## config.mk

```make
export PLATFORM = sky130hd
export DESIGN_NAME = dvga_mem_arbiter
export DESIGN_NICKNAME = d
export VERILOG_FILES = /design/src/rtl/dvga_mem_arbiter.sv
export SDC_FILE = /design/constraint.sdc
export NUM_CORES = 1
export LEC_CHECK = 0
export ABC_AREA = 1
export CORE_AREA = 2 2 134 136
export DETAILED_ROUTE_END_ITERATION = 8
export DIE_AREA = 0 0 136 138
export PLACE_DENSITY_LB_ADDON = 0.12
export SETUP_SLACK_MARGIN = 0.15
export SYNTH_ARGS = -nofsm -noshare
export SYNTH_HDL_FRONTEND = slang
export SYNTH_SLANG_ARGS = --single-unit
```

## constraint.sdc

```tcl
create_clock -name clk -period 1.4 [get_ports clk]
set_input_delay 0.28 -clock clk [delete_from_list [all_inputs] [get_ports clk]]
set_output_delay 0.28 -clock clk [all_outputs]
set_load 0.02 [all_outputs]
```

## src/rtl/dvga_mem_arbiter.sv

```systemverilog
// Two-master Wishbone arbiter: fixed priority to the display DMA (m0), no preemption,
// plus a master-0 wait monitor with sticky starvation flag and worst-case wait capture.
module dvga_mem_arbiter #(
  parameter int WAIT_LIMIT = 32,
  parameter int WCNT_W     = 8
) (
  input  logic              clk,
  input  logic              rst,
  input  logic [31:0]       m0_adr_i,
  input  logic [31:0]       m0_dat_i,
  input  logic [3:0]        m0_sel_i,
  input  logic              m0_we_i,
  input  logic              m0_stb_i,
  input  logic              m0_cyc_i,
  input  logic [2:0]        m0_cti_i,
  input  logic [1:0]        m0_bte_i,
  output logic [31:0]       m0_dat_o,
  output logic              m0_ack_o,
  output logic              m0_err_o,
  output logic              m0_rty_o,
  input  logic [31:0]       m1_adr_i,
  input  logic [31:0]       m1_dat_i,
  input  logic [3:0]        m1_sel_i,
  input  logic              m1_we_i,
  input  logic              m1_stb_i,
  input  logic              m1_cyc_i,
  input  logic [2:0]        m1_cti_i,
  input  logic [1:0]        m1_bte_i,
  output logic [31:0]       m1_dat_o,
  output logic              m1_ack_o,
  output logic              m1_err_o,
  output logic              m1_rty_o,
  output logic [31:0]       s_adr_o,
  output logic [31:0]       s_dat_o,
  output logic [3:0]        s_sel_o,
  output logic              s_we_o,
  output logic              s_stb_o,
  output logic              s_cyc_o,
  output logic [2:0]        s_cti_o,
  output logic [1:0]        s_bte_o,
  input  logic [31:0]       s_dat_i,
  input  logic              s_ack_i,
  input  logic              s_err_i,
  input  logic              s_rty_i,
  output logic [1:0]        gnt_o,
  output logic              starve_o,
  output logic [WCNT_W-1:0] max_wait_o,
  input  logic              clr_i
);

  typedef enum logic [1:0] {IDLE, G0, G1} state_t;

  state_t            state, state_nxt;
  logic [WCNT_W-1:0] wcnt, wcnt_nxt;

  // NOTE: state lives in always_ff with non-blocking assignments only, so every
  // register samples pre-edge values regardless of process ordering.
  always_ff @(posedge clk) begin
    if (rst) state <= IDLE;
    else     state <= state_nxt;
  end

  // NOTE: every output of this block gets a default first; a missed branch would
  // otherwise infer a latch.
  always_comb begin
    state_nxt = state;
    gnt_o     = 2'b00;
    case (state)
      IDLE: begin
        if (m0_cyc_i)      state_nxt = G0;
        else if (m1_cyc_i) state_nxt = G1;
      end
      G0: begin
        gnt_o = 2'b01;
        if (!m0_cyc_i) state_nxt = IDLE;
      end
      G1: begin
        gnt_o = 2'b10;
        if (!m1_cyc_i) state_nxt = IDLE;
      end
      default: state_nxt = IDLE;
    endcase
  end

  // Forward path follows the registered grant; IDLE parks the slave bus at zero.
  always_comb begin
    s_adr_o = '0;
    s_dat_o = '0;
    s_sel_o = '0;
    s_we_o  = 1'b0;
    s_stb_o = 1'b0;
    s_cyc_o = 1'b0;
    s_cti_o = '0;
    s_bte_o = '0;
    if (state == G0) begin
      s_adr_o = m0_adr_i;  s_dat_o = m0_dat_i;  s_sel_o = m0_sel_i;
      s_we_o  = m0_we_i;   s_stb_o = m0_stb_i;  s_cyc_o = m0_cyc_i;
      s_cti_o = m0_cti_i;  s_bte_o = m0_bte_i;
    end else if (state == G1) begin
      s_adr_o = m1_adr_i;  s_dat_o = m1_dat_i;  s_sel_o = m1_sel_i;
      s_we_o  = m1_we_i;   s_stb_o = m1_stb_i;  s_cyc_o = m1_cyc_i;
      s_cti_o = m1_cti_i;  s_bte_o = m1_bte_i;
    end
  end

  assign m0_dat_o = s_dat_i;
  assign m1_dat_o = s_dat_i;
  assign m0_ack_o = (state == G0) & s_ack_i;
  assign m0_err_o = (state == G0) & s_err_i;
  assign m0_rty_o = (state == G0) & s_rty_i;
  assign m1_ack_o = (state == G1) & s_ack_i;
  assign m1_err_o = (state == G1) & s_err_i;
  assign m1_rty_o = (state == G1) & s_rty_i;

  always_comb begin
    wcnt_nxt = '0;
    if (m0_cyc_i && state != G0)
      wcnt_nxt = (wcnt == '1) ? wcnt : wcnt + 1'b1;
  end

  // Starvation is judged on the value the counter is about to take, so the flag
  // rises together with the counter crossing the limit.
  always_ff @(posedge clk) begin
    if (rst || clr_i) begin
      wcnt       <= '0;
      max_wait_o <= '0;
      starve_o   <= 1'b0;
    end else begin
      wcnt <= wcnt_nxt;
      if (wcnt > max_wait_o) max_wait_o <= wcnt;
      if (int'(wcnt_nxt) > WAIT_LIMIT) starve_o <= 1'b1;
    end
  end

endmodule

```

---- After elaboration in Yosys (flattened, before gate mapping) ----
Cells that the tools add are included.
storage, ports and cells
  bits in registers ....................... 19
  output and inout bits ................... 157
operators by class
  reductions and logical operators ........ 4
  mux-type cells .......................... 24
  equal/unequal tests ..................... 7
  $add $sub $neg .......................... 1
  bitwise logic cells ..................... 6
  order comparisons ....................... 2
operators with widths
  cell                 count
  $mux 32              4
  $mux 8               2
  $mux 2               6
  $add 8x1->8 const B  1
  $eq 8x8->1 const B   1
  $gt 8x6->1 const B   1
  $gt 8x8->1           1
  $mux 4               2
  $and 1x1->1          6
  $mux 1               6
  $mux 3               2
  $pmux 2 s3           1
  $ne 2x2->1 const B   2
  $pmux 2 s2           1
  $ne 3x3->1 const B   1
  $reduce_and 3->1     1
  $eq 2x1->1 const B   1
  $eq 2x2->1 const B   1
  $logic_not 2->1      1
  $ne 2x1->1 const B   1
  $logic_and 1x1->1    1
  $logic_or 1x1->1     1

---- Longest topological paths before layout ----
  depth in word-level cells ............... 4
  depth in mapped cells ................... 11

---- Worst setup path before layout ----
Ideal clock, no wire load.
  path type ............................... register -> register
  from .................................... reg max_wait_o[1]
  to ...................................... reg max_wait_o[0]
  setup time .............................. 115 ps
  clock period less this slack ............ 1,611 ps
  data arrival time ....................... 1,496 ps
  stages on the path, launching flop included .. 10
  setup slack ............................. -211 ps
  cells stage by stage .................... dfxtp_1 > inv_1 > ha_1 > a21oi_1 > o21ai_1 > nand2_1 > nand2_2 > buf_6 > a21oi_1 > nor2_1
between the ends
  longest elaborated chain between the ends .. 1
RTL lines
  what                      line  text
  start: declaration        47    output logic [WCNT_W-1:0] max_wait_o,
  start signal: assignment  130   if (wcnt > max_wait_o) max_wait_o <= wcnt;
  $gt 8x8->1                130
No other way between the ends.
A chain may end at the register's enable or synchronous reset.

---- Worst setup path after layout ----
  from .................................... reg state[1]
  to ...................................... out s_dat_o[26]
between the ends
  longest elaborated chain between the ends .. 3
  elaborated cells between the ends (all ways) .. 4
RTL lines
  what                      line  text
  start: declaration        53    state_t state, state_nxt;
  start signal: assignment  60    else state <= state_nxt;
  $eq 2x2->1                99    end else if (state == G1) begin
  $mux 32                   99
  $mux 32 (*)               95    if (state == G0) begin
  end: declaration          34    output logic [31:0] s_dat_o,
Every way passes the cells marked *; elsewhere a longest branch is shown, timed or not.

==> summary.md <==
| Metric | Value |
|---|---|
| Post-route cell area | `slightly below 7000 um2` |
| Tightest Hold Check Type | `register to register` |
| Status | `complete, but fails checks` |
| Arrival @ worst endpoint | `around 1.5 ns` |
| Cell with the most instances after synthesis | `a22o_1` |
| Initial antenna violation count | `1` |
| Post-synth EDFFs | `0` |
| Post-synthesis sequential area ratio | `0.154` |
| CP Class | `register to output pin` |
| Dominant synthesized flop cell | `dfxtp_1` |
| Number of clock sinks | `19` |
| Final setup TNS | `-27.17 ns` |
| Post-detailed-route via-to-cell ratio | `4.11` |
| Mapped Area | `about 2500 um2` |
| Fmax | `roughly 570 MHz` |
| Clock power frac | `0.127` |
| Worst-Margin Slew | `about 0.38 ns` |
| Clk slew on worst S/H paths | `around 0.060 ns` |
| Pre-CTS WS | `-0.546 ns` |
| Die area | `~19,000 um2` |
| Seq pwr share | `0.131` |
| Core Rows | `49` |
| Clk buf depth | `2` |
| Combinational share of power | `0.742` |
| Port Buffers | `250` |
| Global-route wire length before repair | `21,400 um` |
| Synthesis-stage register bit count | `19` |
| Syn_area_per_cell | `around 7.4 um2` |
| Switching power of the nets | `between 0.0015 and 0.002 W` |
| Cell count after synthesis | `between 300 and 400` |
| Failing checks | `negative setup slack` |
| DR iter-0 viols | `93` |
| Final count of hold timing violations | `0` |
| CTS tree | `built` |
| Worst rel slew slack | `0.743` |
| Final worst path period share | `1.26` |
| Max-cap violations | `0` |
| Placeable Area | `approximately 18,000 um2` |
| DP Area | `between 5000 and 6000 um2` |
| Via count | `between 3,000 and 4,000` |
| Share of layout cells above drive strength 1 | `0.547` |
| Hold-fix buffers, CTS | `0` |
| Net Count, Synth | `between 500 and 600` |
| Initial core utilization | `0.141` |
| Fin nets | `~780` |
| # fillers | `~1,700` |
| Switching Share | `0.390` |
| Chip width | `between 100 and 150 um` |
| Dominant cell type by area after synthesis | `a22o_1` |
| Total gr overflow | `0` |
| GRT Total Usage | `0.147` |
| Largest net degree at the start of global routing | `22` |
| Hold Slack | `between 0.4 and 0.5 ns` |
| Post-synthesis cell type count | `30` |
| Top cell type's share of synthesized area | `0.267` |
| Post-route ant nets | `0` |
| Max Transition Viols Final | `0` |
| Vias in the first global route | `between 3,000 and 4,000` |
| Fraction of registers with async set/reset | `0` |
| Layout area overhead | `174%` |
| Synth warnings | `0` |
| Routed WL | `15,000 um` |
| Post-synth top cells | `a22o_1, buf_4, inv_1, nand2_1, nor2_1` |
| CTS Root Cell | `clkbuf_16` |
| Avg WL per Cell | `around 19 um` |
| Cell Int Power | `0.00295 W` |
| CP max FO | `5` |
| CTS buffer count | `3` |
| Final Skew | `~0.0026 ns` |
| Drt drc | `0` |
| ANT cells | `0` |
| Clk_lat worst skew | `~0.25 ns` |
| VDD IR-drop max | `around 1.5 mV` |
| Die height | `138 um` |
| Power, Total | `between 0.004 and 0.005 W` |
| RePlAce Congestion | `roughly 0.83` |
| LEAKAGE | `2.95 nW` |
| HPWL Detailed | `~12,000 um` |
| Dominant cells by area after synthesis | `a22o_1, buf_4, dfxtp_1` |
| Setup ws final | `-0.370 ns` |
| RSZ-0062 raised after global routing | `yes` |
| Worst setup EP type | `output pin` |
| Max H-tree Level | `1` |
| Req. time, crit path | `about 1.1 ns` |
| DRT Pass-1 Iters | `4` |
| Crit path time final | `between 1.5 and 2 ns` |
| Ports | `about 350` |
| Final setup vio count | `97` |
| Worst setup SP type | `register` |
| Pwr Density | `approximately 720 nW/um2` |
==> path summary, 6_finish.rpt <==
check | end | slack [ns] | start | depth (start not counted)
min | state[0] | 0.43 | state[1] | 1
max reg2reg | starve_o | -0.19 | state[1] | 14
max | s_dat_o[26] | -0.37 | state[1] | 6
min reg2reg | state[0] | 0.43 | state[1] | 1
==> worst max-delay path: stages, from the launching register on <==
cell and delay (ns):
dfxtp_2 0.33, inv_4 0.07, nor2_4 0.05, buf_6 0.14, bufbuf_16 0.27, a22o_4 0.24
buf_6 0.13
==> state kept, by name, summed over array words and instances, names as in the netlist <==
name and flops:
starve_o 1, state 2, wcnt 8, max_wait_o 8
==> metrics by stage <==
stage | std cells | utilization
floorplan | 333 | -
global placement | 778 | 0.326
detailed placement | 778 | 0.326
CTS | 802 | 0.368
global route | 812 | 0.385
finish | 812 | 0.385
==> cell usage in the layout (no fill, tap or decap), drive strengths merged, types with 3 or more instances in the layout <==
cell type,n
buf,165
clkdlybuf4s50,157
a22o,75
nand2,38
inv,33
nor2,26
nand3,19
dfxtp,19
a21oi,16
ha,9
clkbuf,6
bufbuf,3
nand4,3
nor3,3
==> cell type report <==
class	count	area, um2	share of cell area
timing repair buffer	328	3620	0.536
multi-input combinational	197	2190	0.324
inverter	35	155	0.0230
sequential	19	422	0.0624
tap	229	287	0.0424
clock buffer	4	78.8	0.0117
==> cell families (layout without fill, tap and decap cells) <==
group                      after synthesis  in the layout  share of synthesized area
AOI/OAI and AO/OA                       97             97                      0.315
DFF                                     19             19                      0.154
buffers and inverters                  118            367                      0.297
adders and majority gates                9              9                     0.0457
xor gates and xnor gates                 1              1                    0.00356
and+or+nand+nor                         89             90                      0.184
==> power by group through the flow <==
| stage | clock (W) | sequential, W | combinational [W] |
|---|---|---|---|
| floorplan | 0 | 0.000711 | 0.00168 |
| global placement | 0 | 0.000648 | 0.00266 |
| detailed placement | 0 | 0.000647 | 0.00266 |
| CTS | 0.000631 | 0.000636 | 0.00332 |
| global route | 0.000656 | 0.000644 | 0.00380 |
| finish | 0.000613 | 0.000634 | 0.00359 |
==> layer usage <==
| metal | global-route usage | wire [um] |
|---|---|---|
| met3 | 0.0572 | 1630 |
| met1 | 0.159 | 5510 |
| met5 | 0 | 13 |
| met4 | 0.0181 | 108 |
| met2 | 0.276 | 7780 |
==> repair_timing <==
action,in CTS,in global routing
setup endpoints to repair,109,107
gates resized for setup,509,65
pin swaps,26,39
cloned,10,1
buffers inserted,10,9
(Power assumes the default switching activity.)
